**config.mk**
```make
export PLATFORM = sky130hd
export DESIGN_NAME = sram1rw_req_ctrl_flat
export DESIGN_NICKNAME = d
export VERILOG_FILES = /design/src/rtl/sram1rw_req_ctrl_pkg.sv /design/src/rtl/sram1rw_req_ctrl_if.sv /design/src/rtl/sram1rw_req_ctrl_resp_fifo.sv /design/src/rtl/sram1rw_req_ctrl.sv /design/src/flat_wrapper.sv
export SDC_FILE = /design/constraint.sdc
export NUM_CORES = 1
export LEC_CHECK = 0
export ABC_CLOCK_PERIOD_IN_PS = 9800
export BUFFER_PORTS_ARGS = -buffer_cell sky130_fd_sc_hd__buf_2
export CORE_ASPECT_RATIO = 1.5
export CORE_MARGIN = 2
export CORE_UTILIZATION = 35
export CTS_CLUSTER_SIZE = 28
export DETAILED_ROUTE_END_ITERATION = 10
export GPL_ROUTABILITY_DRIVEN = 0
export PLACE_DENSITY_LB_ADDON = 0.3
export REMOVE_ABC_BUFFERS = 1
export SLEW_MARGIN = 20
export SYNTH_ARGS = -nofsm -noshare
export SYNTH_HDL_FRONTEND = slang
export SYNTH_HIERARCHICAL = 1
export SYNTH_SLANG_ARGS = --single-unit
```
**constraint.sdc**
```tcl
create_clock -name clock -period 9.8 [get_ports clock]
set_clock_uncertainty 0.2 [all_clocks]
set_input_delay 1.47 -clock clock [delete_from_list [all_inputs] [get_ports clock]]
set_output_delay 1.47 -clock clock [all_outputs]
set_load 0.01 [all_outputs]
```
**src/rtl/sram1rw_req_ctrl_pkg.sv**
```systemverilog
// Shared types and helpers for the SRAM1RW request controller.
// Holds the FSM state encoding, default geometry and the byte-merge helper.
package sram_ctrl_pkg;

  localparam int DEF_ADDR_WIDTH = 7;
  localparam int DEF_DATA_WIDTH = 64;

  typedef enum logic {
    IDLE  = 1'b0,
    MERGE = 1'b1
  } state_e;

  // Select the new byte where the write enable is set, otherwise keep the old byte.
  function automatic logic [7:0] merge_byte(input logic en, input logic [7:0] new_byte,
                                            input logic [7:0] old_byte);
    return en ? new_byte : old_byte;
  endfunction

endpackage

```
**src/rtl/sram1rw_req_ctrl_if.sv**
```systemverilog
// User-side request and read-response channels of the SRAM1RW controller.
// The master drives requests and accepts responses; the controller is the slave.
interface sram1rw_req_ctrl_if
  import sram_ctrl_pkg::*;
#(
  parameter int ADDR_WIDTH = DEF_ADDR_WIDTH,
  parameter int DATA_WIDTH = DEF_DATA_WIDTH
) ();
  localparam int MASK_WIDTH = DATA_WIDTH / 8;

  logic                  req_valid;
  logic                  req_ready;
  logic                  req_write;
  logic [ADDR_WIDTH-1:0] req_addr;
  logic [DATA_WIDTH-1:0] req_wdata;
  logic [MASK_WIDTH-1:0] req_wmask;
  logic                  resp_valid;
  logic                  resp_ready;
  logic [DATA_WIDTH-1:0] resp_rdata;

  modport master (
    output req_valid, req_write, req_addr, req_wdata, req_wmask, resp_ready,
    input  req_ready, resp_valid, resp_rdata
  );

  modport slave (
    input  req_valid, req_write, req_addr, req_wdata, req_wmask, resp_ready,
    output req_ready, resp_valid, resp_rdata
  );

endinterface

```
**src/rtl/sram1rw_req_ctrl_resp_fifo.sv**
```systemverilog
// Small synchronous FIFO holding read responses the consumer has not yet taken.
// The head word is visible combinationally so it can be presented without an extra cycle.
module sram_resp_fifo #(
  parameter  int DEPTH      = 2,
  parameter  int DATA_WIDTH = 64,
  localparam int CNT_W      = $clog2(DEPTH + 1),
  localparam int PTR_W      = (DEPTH > 1) ? $clog2(DEPTH) : 1
) (
  input  logic                  clock,
  input  logic                  reset,
  input  logic                  enq,
  input  logic [DATA_WIDTH-1:0] enq_data,
  input  logic                  deq,
  output logic [DATA_WIDTH-1:0] deq_data,
  output logic                  full,
  output logic                  empty,
  output logic [CNT_W-1:0]      count
);

  logic [DATA_WIDTH-1:0] mem_reg [DEPTH];
  logic [PTR_W-1:0]      wr_ptr_reg;
  logic [PTR_W-1:0]      rd_ptr_reg;
  logic [CNT_W-1:0]      count_reg;
  logic                  do_enq;
  logic                  do_deq;

  assign full     = (count_reg == CNT_W'(DEPTH));
  assign empty    = (count_reg == '0);
  assign count    = count_reg;
  assign deq_data = mem_reg[rd_ptr_reg];

  // A full FIFO may still accept a word when the head leaves in the same cycle.
  assign do_enq = enq && (!full || deq);
  assign do_deq = deq && !empty;

  always_ff @(posedge clock) begin
    if (reset) begin
      wr_ptr_reg <= '0;
      rd_ptr_reg <= '0;
      count_reg  <= '0;
    end else begin
      if (do_enq) begin
        wr_ptr_reg <= (wr_ptr_reg == PTR_W'(DEPTH - 1)) ? '0 : wr_ptr_reg + 1'b1;
      end
      if (do_deq) begin
        rd_ptr_reg <= (rd_ptr_reg == PTR_W'(DEPTH - 1)) ? '0 : rd_ptr_reg + 1'b1;
      end
      count_reg <= count_reg + CNT_W'(do_enq) - CNT_W'(do_deq);
    end
  end

  always_ff @(posedge clock) begin
    if (do_enq) begin
      mem_reg[wr_ptr_reg] <= enq_data;
    end
  end

endmodule

```
**src/rtl/sram1rw_req_ctrl.sv**
```systemverilog
// Initiator-side controller for a single-port SRAM1RW macro: drives the macro pins,
// absorbs its one-cycle read latency and emulates byte-masked writes via read-modify-write.
module sram1rw_req_ctrl
  import sram_ctrl_pkg::*;
#(
  parameter int ADDR_WIDTH = DEF_ADDR_WIDTH,
  parameter int DATA_WIDTH = DEF_DATA_WIDTH,
  parameter int RESP_DEPTH = 2
) (
  input  logic                  clock,
  input  logic                  reset,
  sram1rw_req_ctrl_if.slave     bus,
  output logic [ADDR_WIDTH-1:0] sram_a,
  output logic                  sram_csb,
  output logic                  sram_web,
  output logic                  sram_oeb,
  output logic [DATA_WIDTH-1:0] sram_i,
  input  logic [DATA_WIDTH-1:0] sram_o
);

  localparam int MASK_WIDTH = DATA_WIDTH / 8;
  localparam int CNT_W      = $clog2(RESP_DEPTH + 1);

  state_e                state_reg, state_next;
  logic                  rd_pending_reg, rd_pending_next;
  logic [ADDR_WIDTH-1:0] addr_reg;
  logic [DATA_WIDTH-1:0] wdata_reg;
  logic [MASK_WIDTH-1:0] mask_reg;
  logic                  latch_en;
  logic [DATA_WIDTH-1:0] merged_data;

  logic                  req_ready;
  logic                  resp_valid;
  logic [DATA_WIDTH-1:0] resp_rdata;
  logic                  fifo_enq;
  logic                  fifo_deq;
  logic [DATA_WIDTH-1:0] fifo_head;
  logic                  fifo_full;
  logic                  fifo_empty;
  logic [CNT_W-1:0]      fifo_count;
  logic [CNT_W:0]        credit_sum;
  logic                  read_credit;
  logic                  full_mask;

  generate
    for (genvar gi = 0; gi < MASK_WIDTH; gi++) begin : g_merge
      assign merged_data[gi*8 +: 8] =
        merge_byte(mask_reg[gi], wdata_reg[gi*8 +: 8], sram_o[gi*8 +: 8]);
    end
  endgenerate

  // A read may only launch if its response has a guaranteed FIFO slot.
  assign credit_sum  = {1'b0, fifo_count} + {{CNT_W{1'b0}}, rd_pending_reg};
  assign read_credit = (credit_sum < (CNT_W + 1)'(RESP_DEPTH));
  assign full_mask   = &bus.req_wmask;

  always_comb begin
    state_next      = state_reg;
    rd_pending_next = 1'b0;
    latch_en        = 1'b0;
    req_ready       = 1'b0;
    sram_csb        = 1'b1;
    sram_web        = 1'b1;
    sram_oeb        = 1'b1;
    sram_a          = '0;
    sram_i          = '0;
    if (!reset) begin
      case (state_reg)
        IDLE: begin
          req_ready = bus.req_write ? 1'b1 : read_credit;
          if (bus.req_valid && req_ready) begin
            sram_csb = 1'b0;
            sram_a   = bus.req_addr;
            if (!bus.req_write) begin
              sram_oeb        = 1'b0;
              rd_pending_next = 1'b1;
            end else if (full_mask) begin
              sram_web = 1'b0;
              sram_i   = bus.req_wdata;
            end else begin
              // Fetch the old word; its response is consumed by MERGE, not the user.
              sram_oeb   = 1'b0;
              latch_en   = 1'b1;
              state_next = MERGE;
            end
          end
        end
        MERGE: begin
          sram_csb   = 1'b0;
          sram_web   = 1'b0;
          sram_a     = addr_reg;
          sram_i     = merged_data;
          state_next = IDLE;
        end
        default: state_next = IDLE;
      endcase
    end
  end

  always_comb begin
    resp_valid = 1'b0;
    resp_rdata = fifo_head;
    fifo_enq   = 1'b0;
    fifo_deq   = 1'b0;
    if (!reset) begin
      if (fifo_empty) begin
        if (rd_pending_reg) begin
          resp_valid = 1'b1;
          resp_rdata = sram_o;
          fifo_enq   = !bus.resp_ready;
        end
      end else begin
        resp_valid = 1'b1;
        fifo_enq   = rd_pending_reg;
        fifo_deq   = bus.resp_ready;
      end
    end
  end

  assign bus.req_ready  = req_ready;
  assign bus.resp_valid = resp_valid;
  assign bus.resp_rdata = resp_rdata;

  always_ff @(posedge clock) begin
    if (reset) begin
      state_reg      <= IDLE;
      rd_pending_reg <= 1'b0;
      addr_reg       <= '0;
      wdata_reg      <= '0;
      mask_reg       <= '0;
    end else begin
      state_reg      <= state_next;
      rd_pending_reg <= rd_pending_next;
      if (latch_en) begin
        addr_reg  <= bus.req_addr;
        wdata_reg <= bus.req_wdata;
        mask_reg  <= bus.req_wmask;
      end
    end
  end

  sram_resp_fifo #(
    .DEPTH      (RESP_DEPTH),
    .DATA_WIDTH (DATA_WIDTH)
  ) u_resp_fifo (
    .clock    (clock),
    .reset    (reset),
    .enq      (fifo_enq),
    .enq_data (sram_o),
    .deq      (fifo_deq),
    .deq_data (fifo_head),
    .full     (fifo_full),
    .empty    (fifo_empty),
    .count    (fifo_count)
  );

  // Full flag is implied by the credit check; kept for observability only.
  logic unused_full;
  assign unused_full = fifo_full;

endmodule

```
**src/flat_wrapper.sv**
```systemverilog
// flat-port wrapper written by rule: the top's interface ports become plain ports
module sram1rw_req_ctrl_flat import sram_ctrl_pkg::*;
#(
  parameter int ADDR_WIDTH = DEF_ADDR_WIDTH,
  parameter int DATA_WIDTH = DEF_DATA_WIDTH,
  parameter int RESP_DEPTH = 2
)
  (clock, reset, sram_a, sram_csb, sram_web, sram_oeb, sram_i, sram_o, bus_req_valid, bus_req_write, bus_req_addr, bus_req_wdata, bus_req_wmask, bus_resp_ready, bus_req_ready, bus_resp_valid, bus_resp_rdata);
  sram1rw_req_ctrl_if #(.ADDR_WIDTH(ADDR_WIDTH), .DATA_WIDTH(DATA_WIDTH)) bus_i ();
  input  logic clock;
  input  logic reset;
  output logic [ADDR_WIDTH-1:0] sram_a;
  output logic sram_csb;
  output logic sram_web;
  output logic sram_oeb;
  output logic [DATA_WIDTH-1:0] sram_i;
  input  logic [DATA_WIDTH-1:0] sram_o;
  input wire logic [$bits(bus_i.req_valid)-1:0] bus_req_valid;
  input wire logic [$bits(bus_i.req_write)-1:0] bus_req_write;
  input wire logic [$bits(bus_i.req_addr)-1:0] bus_req_addr;
  input wire logic [$bits(bus_i.req_wdata)-1:0] bus_req_wdata;
  input wire logic [$bits(bus_i.req_wmask)-1:0] bus_req_wmask;
  input wire logic [$bits(bus_i.resp_ready)-1:0] bus_resp_ready;
  output wire logic [$bits(bus_i.req_ready)-1:0] bus_req_ready;
  output wire logic [$bits(bus_i.resp_valid)-1:0] bus_resp_valid;
  output wire logic [$bits(bus_i.resp_rdata)-1:0] bus_resp_rdata;
  assign bus_i.req_valid = bus_req_valid;
  assign bus_i.req_write = bus_req_write;
  assign bus_i.req_addr = bus_req_addr;
  assign bus_i.req_wdata = bus_req_wdata;
  assign bus_i.req_wmask = bus_req_wmask;
  assign bus_i.resp_ready = bus_resp_ready;
  assign bus_req_ready = bus_i.req_ready;
  assign bus_resp_valid = bus_i.resp_valid;
  assign bus_resp_rdata = bus_i.resp_rdata;
  sram1rw_req_ctrl #(.ADDR_WIDTH(ADDR_WIDTH), .DATA_WIDTH(DATA_WIDTH), .RESP_DEPTH(RESP_DEPTH)) u_core (.clock(clock), .reset(reset), .bus(bus_i), .sram_a(sram_a), .sram_csb(sram_csb), .sram_web(sram_web), .sram_oeb(sram_oeb), .sram_i(sram_i), .sram_o(sram_o));
endmodule
```
==> results.md, run 1 <==
* Status: finished clean
* Largest stage delay, worst path at around 0.73 ns
* Global-route wire length before repair at slightly above 40 mm
* Max-Cap Viols at 0
* Die W at 146 um
* Via Count at approximately 7000
* Number of diodes at 0
* Bufs on Longest Clock Path at 3
* Clock Root Buffer: clkbuf_16
* Critical Path Source: bus_req_wmask[5]
* RSZ-0062 raised after global routing: false
* Io pins at 288
* Row cnt at 78
* CTS tree: yes
* Leak at roughly 0.0053 uW
* Sw Ratio at a little under a quarter
* Setup tns final at 0 ns
* HP Class: flip-flop to flip-flop
* R2R setup slack at slightly above 7 ns
* CP endpoint kind: output port
* Worst EP required at 8.13 ns
* Max Fclk at approximately 0.19 GHz
* # setup viols final at 0
* Initial antenna violation count at 1
* Clk_lat worst skew at 0.51 ns
* Clk network pwr share at between 40% and 50%
* Combinational share of power at 7.9%
* Largest register FFs at between 100 and 150
* Critical path's top delay family: simple AND/OR/NAND/NOR gates
* P_int at between 1500 and 2000 uW
* Worst Min Path Start: u_core/u_resp_fifo/rd_ptr_reg
* WP data arrival at around 3.7 ns
* Vias per cell at just under 5
* Nets at 1161
* DRT antenna net count at 0
* WHS at ~0.32 ns
* Routed length per instance at 19.2 um
* Most Frequent Cell on Critical Path: buf_2
* Largest net degree at the start of global routing at about 80
* Post-CTS Setup Bufs at 0
* Clock slew at reported path FFs at around 0.070 ns
* Setup CP Type: primary input to output port
* Vias in the first global route at between 7000 and 8000
* CP Launch Type: primary input
* Post-route insts no fill at ~1400
* Peak supply drop at 109 uV
* Switching pwr at between 400 and 500 uW
* Relative slew slack at between 30% and 40%
* Die height at roughly 220 um
* IO Port Bufs at ~290
* Final hold viol count at 0
* Synth Warn # at 6
* Htree depth at 1
* PwrDens at between 150 and 200 nW/um2
* CP cell instances: buf_2 -> nand4_1 -> nor3_4 -> buf_4 -> o2bb2ai_1 -> buf_2
* Die ar. at around 32000 um2
* DP HPWL at ~18 mm
* Cells after synthesis at 744
* Final Max Tran Viols at 0
* Least-Margin Pin Slew at about 1 ns
* Layout cells sized above 1 at about 40%
* CTS Hold Buffers Added at 0
* Drt initial violations at 239
* Critical Path Slowest Stage Cell: nor3_4
* Layout fillers at 2868
* Total Wirelength at 27.3 mm
* Area grow syn2layout at 22.9%
* TritonCTS Sinks at approximately 210
* Final period util at 55.0%
* Initial core utilization at around a third
* Seq pwr share at between 50% and 60%
* Final Critical Period at ~5.4 ns
* GRT Util Overall at 16.6%
* Crit path buffers/inverters at 3
* DRT Pass-1 Iters at 6
* Core area at about 30000 um2
* Post-synthesis cell area at around 11000 um2
* Avg Synthesized Cell Area at ~14 um2
* Post-cts resize count at 0
* Gr ovfl total at 0
* DRC viols at 0
* Post-Place Cells at ~1400
* FF-to-FF Start: u_core/u_resp_fifo/count[1]
* Num CTS Buffers at 23
* Critical Path Fanout Max at 50
-- power by group through the flow --
stage	Clock, uW	Combinational [uW]	Sequential [uW]
6_report	831	157	992
5_1_grt	891	173	994
4_1_cts	862	161	992
3_5_place_dp	0	160	1010
3_3_place_gp	0	158	1010
2_1_floorplan	0	75.6	1010
-- final cells by class --
type,instances,area [um2],share of cell area (%)
Sequential cell,214,5570,42.8
Timing Repair Buffer,297,1510,11.6
Clock inverter,15,120,0.923
Multi-Input combinational cell,470,4700,36.1
Clock buffer,26,587,4.51
Tap cell,400,500,3.85
Inverter,5,18.8,0.144
-- worst paths after layout --
path                                                          end  depth (start not counted)
worst max-delay path                                   sram_i[28]                          6
worst min-delay path                                    flip-flop                          2
worst min register to register                          flip-flop                          2
worst max register to register  u_core/u_resp_fifo/mem_reg[1][18]                          5
-- per-stage QoR --
step / area (um2) / setup slack (ns) / utilization [%] / power, uW
6_report: 13000 / 4.41 / 43.3 / 1980
5_1_grt: 13000 / 4.17 / 43.3 / 2060
4_1_cts: 13000 / 4.34 / 43.3 / 2010
3_5_place_dp: 12300 / 4.34 / 40.9 / 1170
3_3_place_gp: 12300 / 4.43 / 40.9 / 1170
2_1_floorplan: 10200 / 3.48 / - / 1080
-- routing by layer --
metal  share of wire [%]  track usage, %  vias up
met4                 2.4            4.76        2
met2                  52            31.3      169
met1                  40            19.2     3443
met3                 4.9            2.87       40
met5               0.059               0        -
li1                    -               -     3333
-- cell usage in the layout, fill, tap and decap left out, types with 4 or more instances in the layout --
| master | instances |
|---|---|
| inv_1 | 4 |
| nor2b_1 | 81 |
| clkinv_1 | 4 |
| edfxtp_1 | 128 |
| buf_4 | 11 |
| mux2_2 | 8 |
| mux2_1 | 139 |
| nor2_1 | 7 |
| o2bb2ai_1 | 63 |
| mux2i_1 | 71 |
| dfxtp_1 | 85 |
| clkbuf_16 | 23 |
| clkinv_2 | 9 |
| a211oi_1 | 8 |
| buf_2 | 286 |
| mux2_4 | 61 |
-- worst reg2reg max path: stages (launching register included) --
cell,delay (ns)
dfxtp_1,0.42
nor2_1,0.12
nor3b_1,0.41
o21ai_4,0.18
nor2_4,0.10
buf_4,0.75
No activity file was read; power rests on OpenSTA's default activity.
==> run 2, diff against run 1 <==
Settings changed: ABC_CLOCK_PERIOD_IN_PS 9800 to 4800.
Clock period 9.8 ns to 4.8 ns, I/O delays scaled along.
==> run 2 against run 1 <==
Die area unchanged; via count about the same; sequential share of layout area decreased by 0.30 points; worst hold slack got worse by 0.087 ns; sequential cell count unchanged; largest cell class unchanged; total power increased by 110%.
==> results.md, run 2 (synthesis gave the netlist of run 1 again) <==
* Final hold viol count at 0
* DRT antenna net count at 0
* DRC viols at 0
* Io pins at 288
* PwrDens at 312 nW/um2
* Clock Root Buffer: clkbuf_16
* CTS tree: yes
* Gr ovfl total at 0
* Clk_lat worst skew at 0.50 ns
* Design Area, Final at between 10000 and 15000 um2
* Most frequent cells in the layout: buf_2, mux2_1, edfxtp_1
* TritonCTS Sinks at approximately 210
* Die W at 146 um
* RSZ-0062 raised after global routing: false
* Largest stage delay, worst path at 0.77 ns
* Die height at 217 um
* Vias per cell at about 4.9
* GRT met2 Usage at between 30% and 40%
* Initial core utilization at 35.2%
* CTS Hold Buffers Added at 0
* Grt met1 use at a little under a fifth
* DRT Pass-1 Iters at 4
* Relative slew slack at between 40% and 50%
* Worst EP required at between 3 and 4 ns
* # setup viols final at 0
* Setup CP Type: flip-flop to output port
* CP endpoint kind: output port
* Vias in the first global route at about 7000
* FF-to-FF Start: u_core/state_reg
* Commonest non-fill, non-tap cell in the layout: buf_2
* Post-cts resize count at 0
* Final Max Tran Viols at 0
* Initial antenna violation count at 1
* Largest net degree at the start of global routing at 67
* Post-DP Area at 12400 um2
* WP data arrival at 2.47 ns
* Die ar. at 31700 um2
* Area grow syn2layout at 23.7%
* GRT Util Overall at 16.6%
* Final Critical Period at 3.39 ns
* HP Class: primary input to flip-flop
* Leak at approximately 0.0053 uW
* Post-CTS Setup Bufs at 0
* Status: finished clean
* IO Port Bufs at 287
* Row cnt at roughly 80
* Critical Path Slowest Stage Cell: dfxtp_4
* Layout cells sized above 1 at roughly two fifths
* Bufs on Longest Clock Path at 3
* Core area at 30100 um2
* CP Launch Type: flip-flop
* Max-Cap Viols at 0
* Global-route wire length before repair at 41.1 mm
* Final period util at between 70% and 80%
* Routed length per instance at 19.1 um
* Peak supply drop at between 200 and 300 uV
* Drt initial violations at around 280
* Nets at ~1200
* Clock slew at reported path FFs at ~0.06 ns
* Least-Margin Pin Slew at 0.824 ns
* Htree depth at 1
* Met3 Usage GRT at between 3 and 4%
* Grt peak-use layer: met2
* Number of diodes at 0
* Num CTS Buffers at 23
* CP cell instances: buf_12 -> mux2_4 -> mux2_1 -> buf_2
* Worst Min Path Start: sram_o[26]
* Via Count at 6984
* DP HPWL at 18.9 mm
* Design Power at ~4100 uW
* Max Fclk at between 0.2 and 0.3 GHz
* Largest register FFs at approximately 130
* Critical Path Fanout Max at 34
* Total Wirelength at between 20 and 30 mm
run 2: final timing paths:
kind / to / slack, ns / cells past startpoint
worst min register to register: u_core/u_resp_fifo/rd_ptr_reg / 0.31 / 2
worst max-delay path: bus_resp_rdata[17] / 1.41 / 4
worst max register to register: u_core/wdata_reg[59] / 2.25 / 4
worst min-delay path: u_core/u_resp_fifo/mem_reg[1][26] / 0.23 / 1
run 2: metrics by stage:
stage          setup TNS (ns)  utilization (%)  instances  hold slack, ns  worst slack, ns
2_1_floorplan          -61.26                -        689           0.281           -0.771
3_3_place_gp                0             41.1       1389           0.301             1.51
3_5_place_dp                0             41.1       1389           0.298             1.42
4_1_cts                     0             43.6       1429           0.209             1.34
5_1_grt                     0             43.6       1429           0.205             1.26
6_report                    0             43.6       1429           0.231             1.41
run 2: cell type report:
| class | instances | area (um2) |
|---|---|---|
| Clock buffer | 32 | 649 |
| Inverter | 5 | 18.8 |
| Fill cell | 2894 | 17000 |
| Sequential cell | 214 | 5570 |
| Multi-Input combinational cell | 470 | 4700 |
| Timing Repair Buffer | 300 | 1570 |
| Clock inverter | 8 | 90.1 |
| Tap cell | 400 | 500 |
run 2: power breakdown:
part / switching (uW) / internal, uW
logic: 167 / 155
clock network: 701 / 1050
registers: 36.5 / 1990
run 2: metal layers:
metal | wire length (um) | part of all wire [%]
met5 | 11 | 0.040
met4 | 686 | 2.5
met3 | 1260 | 4.6
met2 | 14600 | 53
met1 | 10800 | 40
run 2: worst max-delay path, delay by kind of cell, from the launching register on:
family | cells | cell delay [ns]
flops | 1 | 0.77
mux | 2 | 0.65
buf+inv | 2 | 0.49
